$ cat src/rtl/uart_tx.sv
// uart_tx: one-bit-per-clock UART frame transmitter.
// Frame: start (0), width data bits LSB first, optional parity, stop (1).
// Define UART_TX_TWO_STOP_BITS_EN to send two stop bits instead of one.
// Tx_out and Busy come straight from flops; they are decoded from the
// next state so they change on the same edge as the state register.
module uart_tx #(
    parameter int width = 8
) (
    input  logic             CLK,
    input  logic             Reset,
    input  logic             Parity_type,
    input  logic             Parity_EN,
    input  logic             Data_valid,
    input  logic [width-1:0] Data,
    output logic             Busy,
    output logic             Tx_out
);

    localparam int CNT_W = (width > 1) ? $clog2(width) : 1;

    typedef enum logic [2:0] {
        IDLE,
        START,
        DATA,
        PARITY,
        STOP
    } state_t;

    state_t             state_q, state_d;
    logic [CNT_W-1:0]   cnt_q, cnt_d;
    logic [width-1:0]   data_q;
    logic               par_en_q;
    logic               par_type_q;
    logic               load;
    logic               tx_q, tx_d;
    logic               busy_q, busy_d;

    // Next-state logic plus decode of the line/busy value for the next state.
    always_comb begin
        state_d = state_q;
        cnt_d   = cnt_q;
        load    = 1'b0;
        tx_d    = 1'b1;
        busy_d  = 1'b0;

        case (state_q)
            IDLE: begin
                if (Data_valid) begin
                    state_d = START;
                    load    = 1'b1;
                end
            end
            START: begin
                state_d = DATA;
                cnt_d   = '0;
            end
            DATA: begin
                if (cnt_q == CNT_W'(width - 1)) begin
                    state_d = par_en_q ? PARITY : STOP;
                    cnt_d   = '0;
                end else begin
                    cnt_d = cnt_q + CNT_W'(1);
                end
            end
            PARITY: begin
                state_d = STOP;
                cnt_d   = '0;
            end
            STOP: begin
`ifdef UART_TX_TWO_STOP_BITS_EN
                // cnt_q tracks which of the two stop cycles is on the line.
                if (cnt_q == '0) begin
                    cnt_d = CNT_W'(1);
                end else begin
                    state_d = IDLE;
                end
`else
                state_d = IDLE;
`endif
            end
            default: begin
                state_d = IDLE;
            end
        endcase

        case (state_d)
            IDLE: begin
                tx_d   = 1'b1;
                busy_d = 1'b0;
            end
            START: begin
                tx_d   = 1'b0;
                busy_d = 1'b1;
            end
            DATA: begin
                tx_d   = data_q[cnt_d];
                busy_d = 1'b1;
            end
            PARITY: begin
                // Even: XOR of data bits; odd: its inverse.
                tx_d   = (^data_q) ^ par_type_q;
                busy_d = 1'b1;
            end
            STOP: begin
                tx_d   = 1'b1;
                busy_d = 1'b1;
            end
            default: begin
                tx_d   = 1'b1;
                busy_d = 1'b0;
            end
        endcase
    end

    // State, frame configuration and registered outputs; reset abandons any frame.
    always_ff @(posedge CLK) begin
        if (Reset) begin
            state_q    <= IDLE;
            cnt_q      <= '0;
            data_q     <= '0;
            par_en_q   <= 1'b0;
            par_type_q <= 1'b0;
            tx_q       <= 1'b1;
            busy_q     <= 1'b0;
        end else begin
            state_q <= state_d;
            cnt_q   <= cnt_d;
            tx_q    <= tx_d;
            busy_q  <= busy_d;
            if (load) begin
                data_q     <= Data;
                par_en_q   <= Parity_EN;
                par_type_q <= Parity_type;
            end
        end
    end

    assign Tx_out = tx_q;
    assign Busy   = busy_q;

endmodule

$ cat config.mk
export PLATFORM = sky130hd
export DESIGN_NAME = uart_tx
export DESIGN_NICKNAME = d
export VERILOG_FILES = /design/src/rtl/uart_tx.sv
export SDC_FILE = /design/constraint.sdc
export NUM_CORES = 1
export LEC_CHECK = 0
export ABC_AREA = 0
export ABC_CLOCK_PERIOD_IN_PS = 3300
export CORE_MARGIN = 4
export CORE_UTILIZATION = 50
export DETAILED_ROUTE_END_ITERATION = 10
export GPL_TIMING_DRIVEN = 1
export PLACE_DENSITY_LB_ADDON = 0.2
export SYNTH_ARGS = -nofsm -noshare
export SYNTH_HDL_FRONTEND = slang
export SYNTH_SLANG_ARGS = --single-unit
$ cat constraint.sdc
create_clock -name CLK -period 3.3 [get_ports CLK]
set_input_delay 0.495 -clock CLK [delete_from_list [all_inputs] [get_ports CLK]]
set_output_delay 0.495 -clock CLK [all_outputs]
set_load 0.01 [all_outputs]
# After elaboration in Yosys (flattened, before gate mapping)
# Cells that the tools add are included.
[totals] register_bits=18 word_cells=34 out_inout_bits=2 in_bits=13
[op_classes] n_lt_le_gt_ge=1 add_sub_neg=1 reduce_logical=4 n_bitwise=1 mux=12 n_eq_ne=8
[ops] operator="$eq A3 B2 Y1 const B" n=4
[ops] operator="$mux W3" n=4
[ops] operator="$pmux W3 S4" n=1
[ops] operator="$reduce_xor A8 Y1" n=1
[ops] operator="$eq A3 B1 Y1 const B" n=2
[ops] operator="$eq A3 B3 Y1 const B" n=2
[ops] operator="$pmux W3 S2" n=1
[ops] operator="$lt A3 B4 Y1 const B" n=1
[ops] operator="$mux W1" n=4
[ops] operator="$reduce_or A4 Y1" n=1
[ops] operator="$add A3 B1 Y3 const B" n=1
[ops] operator="$bmux W1 S3" n=1
[ops] operator="$logic_not A3 Y1" n=1
[ops] operator="$pmux W1 S3" n=1
[ops] operator="$reduce_or A2 Y1" n=1
[ops] operator="$xor A1 B1 Y1" n=1

# Longest topological paths before layout
[logic_depth] word_depth=6 mapped_depth=8 depth_no_buf=8

# Worst setup path after synthesis
# OpenSTA, ideal clock, no wires.
[synth_path] kind="reg-to-reg" from="register cnt_q[0]" to="register tx_q (netlist: Tx_out)" t_required_ps=3167 setup_ps=133 path_stages_with_launch=8 n_path_buf=0 synth_period_minus_slack_ps=1701 slack_ps=1599 t_arrival_ps=1568 path_cell_list="dfxtp_1 ha_1 nor2b_1 a221o_1 a2111oi_4 a22oi_1 nand3_1 a31oi_1"
[synth_between] elab_chain_cells=6
[synth_lines] element="start: declaration" line_no="30" source="logic [CNT_W-1:0] cnt_q, cnt_d;"
[synth_lines] element="start signal: assignment" line_no="127" source="cnt_q <= cnt_d;"
[synth_lines] element="$add A3 B1 Y3 / $eq A3 B3 Y1 (equally long branches)" line_no="62, 58"
[synth_lines] element="$mux W3" line_no="58" source="if (cnt_q == CNT_W'(width - 1)) begin"
[synth_lines] element="$pmux W3 S2" line_no="46" source="case (state_q)"
[synth_lines] element="$bmux W1 S3" line_no="96" source="tx_d = data_q[cnt_d];"
[synth_lines] element="$mux W1 (implied by the code)" line_no="96"
[synth_lines] element="$pmux W1 S3 *" line_no="86" source="case (state_d)"
[synth_lines] element="end signal: assignment" line_no="128" source="tx_q <= tx_d;"
[synth_lines] element="end: declaration" line_no="35" source="logic tx_q, tx_d;"
# Every way passes the cells marked *; elsewhere a longest branch is shown, timed or not. The select of a mux whose other input is x is not followed.
# A chain may end at the register's enable or synchronous reset.

# Final worst setup path
# Same ends and word-level chain as after synthesis.

==> flow_metrics.py <==
metrics = {
    "run_status": {
        "status": "finished, final reports clean",
    },
    "yosys": {
        "yosys_warnings": 0,
        "syn-num-nets": 124,
        "synth-seq-cells": 18,
        "syn_inst": 108,
        "ys_seq_area_share_pct": 38.35,
        "yosys.cell_types.count": 35,
        "synth_area_per_cell_um2": 8.700,
        "synth-edff-count": 0,
        "async_reset_ff_share_pct": 0,
        "synthFlopType": "dfxtp_1",
        "syn_area_um2": 939.7,
    },
    "timing": {
        "final.setup.tns_ns": 0,
        "setup_viol": 0,
        "final_max_slew_viol_count": 0,
        "grt_setup_unrepaired": "false",
        "finalClockSkew_ns": 0.001539,
        "fin_crit_ns": 2.032,
        "setup_ws_ns": 1.268,
        "slew-limit-headroom_pct": 61.27,
        "min_period_over_period_pct": 61.58,
        "hold_viol": 0,
        "tightest_slew_ns": 0.5791,
        "max_freq_ghz": 0.4921,
    },
    "clocking": {
        "clk_latency_ns": 0.29,
        "numCtsBuffers": 3,
        "post_cts_resized": 0,
        "cts_tree": "done",
        "numClockSinks": 18,
        "clockBufferDepth": 2,
        "cts_root_buf": "clkbuf_4",
        "cts.reportedPaths.clkPinSlew_ns": 0.10,
        "postCtsSetupBuffers": 0,
        "ctsHoldBuffers": 0,
        "htreeDepth": 1,
    },
    "setup_path": {
        "endpoint_kind": "register",
        "worst_ep_required_time_ns": 3.52,
        "critical_path_class": "reg -> reg",
        "reg2reg_slack_ns": 1.27,
        "arrival_ns": 2.25,
        "worstPathCellList": "ha_1, ha_1, nor2_1, a22oi_1, nand2_1, a22oi_1, nand3_1, a31oi_1",
        "worst-path-buf-inv": 0,
        "cp_slowest_cell": "dfxtp_1",
        "max_stage_delay_ns": 0.46,
        "critPathMaxFanout": 6,
        "critPathLaunchType": "register",
        "critPathTopFamily": "compound AO/OA/AOI/OAI gates",
    },
    "floorplan": {
        "pin_count": 15,
        "die_h_um": 51.35,
        "chipWidth_um": 51.35,
        "start_util_pct": 53.84,
        "dieArea_um2": 2637,
        "core_um2": 1745,
        "rows": 15,
    },
    "layout": {
        "area_growth_pct": 19.57,
        "nets": 139,
        "multiInputGateArea_um2": 551.8,
        "fillers": 155,
        "diodes": 0,
        "area.sequential_um2": 360.3,
        "fin_util_pct": 64.37,
        "drive_gt1_share_pct": 12.30,
    },
    "routing": {
        "drt_iter0_drc": 26,
        "first_pass_iters": 6,
        "ant_nets": 0,
        "vias_per_cell": 5.429,
        "drt-total-wl_um": 1797,
        "drc": 0,
        "dr_total_vias": 798,
        "drt-wirelength-per-cell_um": 12.22,
    },
    "pwr": {
        "power.leakage_uw": 0.0004224,
        "peakVddDrop_v": 0.0002641,
        "power_density_nw_per_um2": 427.4,
    },
    "global_routing": {
        "overflow": 0,
        "grt_pass1_wl_um": 2946,
        "grt_max_degree": 17,
        "grt_pass1_vias": 696,
        "grt_util_all_layers_pct": 14.76,
        "grt_antenna_before_repair": 0,
    },
    "flow_run": {
        "maxCapViolations": 0,
    },
    "placement": {
        "preCtsSetupSlack_ns": 1.296,
        "hpwl_um": 1327,
        "port_buffers": 14,
        "gp_congestion": 0.7991,
    },
    "worst_hold_path": {
        "hold_class": "reg -> reg",
    },
}
-- metrics by stage --
stage	power [uW]	instance area, um^2	hold WS [ns]	cells
after floorplan	315.9	939.7	0.4446	108
after global placement	346.6	1087	0.4545	143
after detailed placement	348.5	1087	0.4673	143
after CTS	481.8	1124	0.4816	147
after global routing	501.9	1124	0.5048	147
final	480.3	1124	0.4804	147
-- power breakdown --
| group | internal (uW) | switching (uW) |
|---|---|---|
| logic | 51.4 | 46.3 |
| clock network | 67.2 | 69.0 |
| registers | 232 | 14.4 |
-- layer usage --
layer  share of wire (%)  vias to the layer above  track usage (%)
li1                    -                      409                -
met1                  47                      365            17.86
met2                  47                       20            24.46
met3                 4.5                        4            3.499
met4                 1.3                        0            6.987
met5                   0                        -                0
-- layout by cell type (no fill, tap or decap), types with 2 or more instances in the layout --
cell              n
clkdlybuf4s50_1  14
and3_2            2
a22oi_1           2
clkbuf_4          3
and2_1            2
ha_1              3
dfxtp_1          18
o21ai_0           2
nor2_1            7
nand2_1          25
nand4_1           2
nor3b_2           2
and2_2            2
a21oi_1          11
xnor2_1           7
-- cell usage after synthesis, types with 2 or more instances --
library cell  count  area [um^2]
clkbuf_1          2        7.510
a22oi_1           2        15.01
and2_2            2        15.01
o21ai_0           2        10.01
xnor2_1           7        61.31
and2_1            2        12.51
dfxtp_1          18        360.4
nand4_1           2        12.51
and3_2            2        15.01
nor3b_2           2        25.02
a21oi_1          11        55.05
nand2_1          25        93.84
nor2_1            7        26.28
ha_1              3        37.54
-- flip-flops by register name, indices dropped and copies added (netlist names) --
register / count
Busy: 1
cnt_q: 3
par_type_q: 1
par_en_q: 1
state_q: 3
data_q: 8
Tx_out: 1
-- worst min-delay path, stage by stage, from the launching register on --
cell and delay (ns):
dfxtp_1 0.33, nand2_1 0.05, a21oi_1 0.05
-- logic make-up (layout without fill, tap and decap cells) --
kind of cell	count (synthesis)	count (layout)	synth area share, %
AND/OR/NAND/NOR	49	49	26.23
adder cells (fa/ha/maj)	3	3	3.995
XOR/XNOR	8	8	7.457
buffers and inverters	5	19	2.929
multiplexers	1	1	1.065
flip-flops	18	18	38.35
AO/OA/AOI/OAI	24	24	19.97
-- final timing paths --
check | end | cells after the start | from
min | par_en_q | 2 | par_en_q
min reg2reg | par_en_q | 2 | par_en_q
max reg2reg | Tx_out | 8 | cnt_q[0]
max | Tx_out | 8 | cnt_q[0]
-- layout make-up --
| cell class | count | share of cell area, % |
|---|---|---|
| Sequential cell | 18 | 32.07 |
| Clock buffer | 4 | 3.229 |
| Multi-Input combinational cell | 85 | 49.11 |
| Tap cell | 25 | 2.784 |
| Inverter | 1 | 0.3341 |
| Timing Repair Buffer | 14 | 12.47 |
Power figures use the tool's default switching activity.
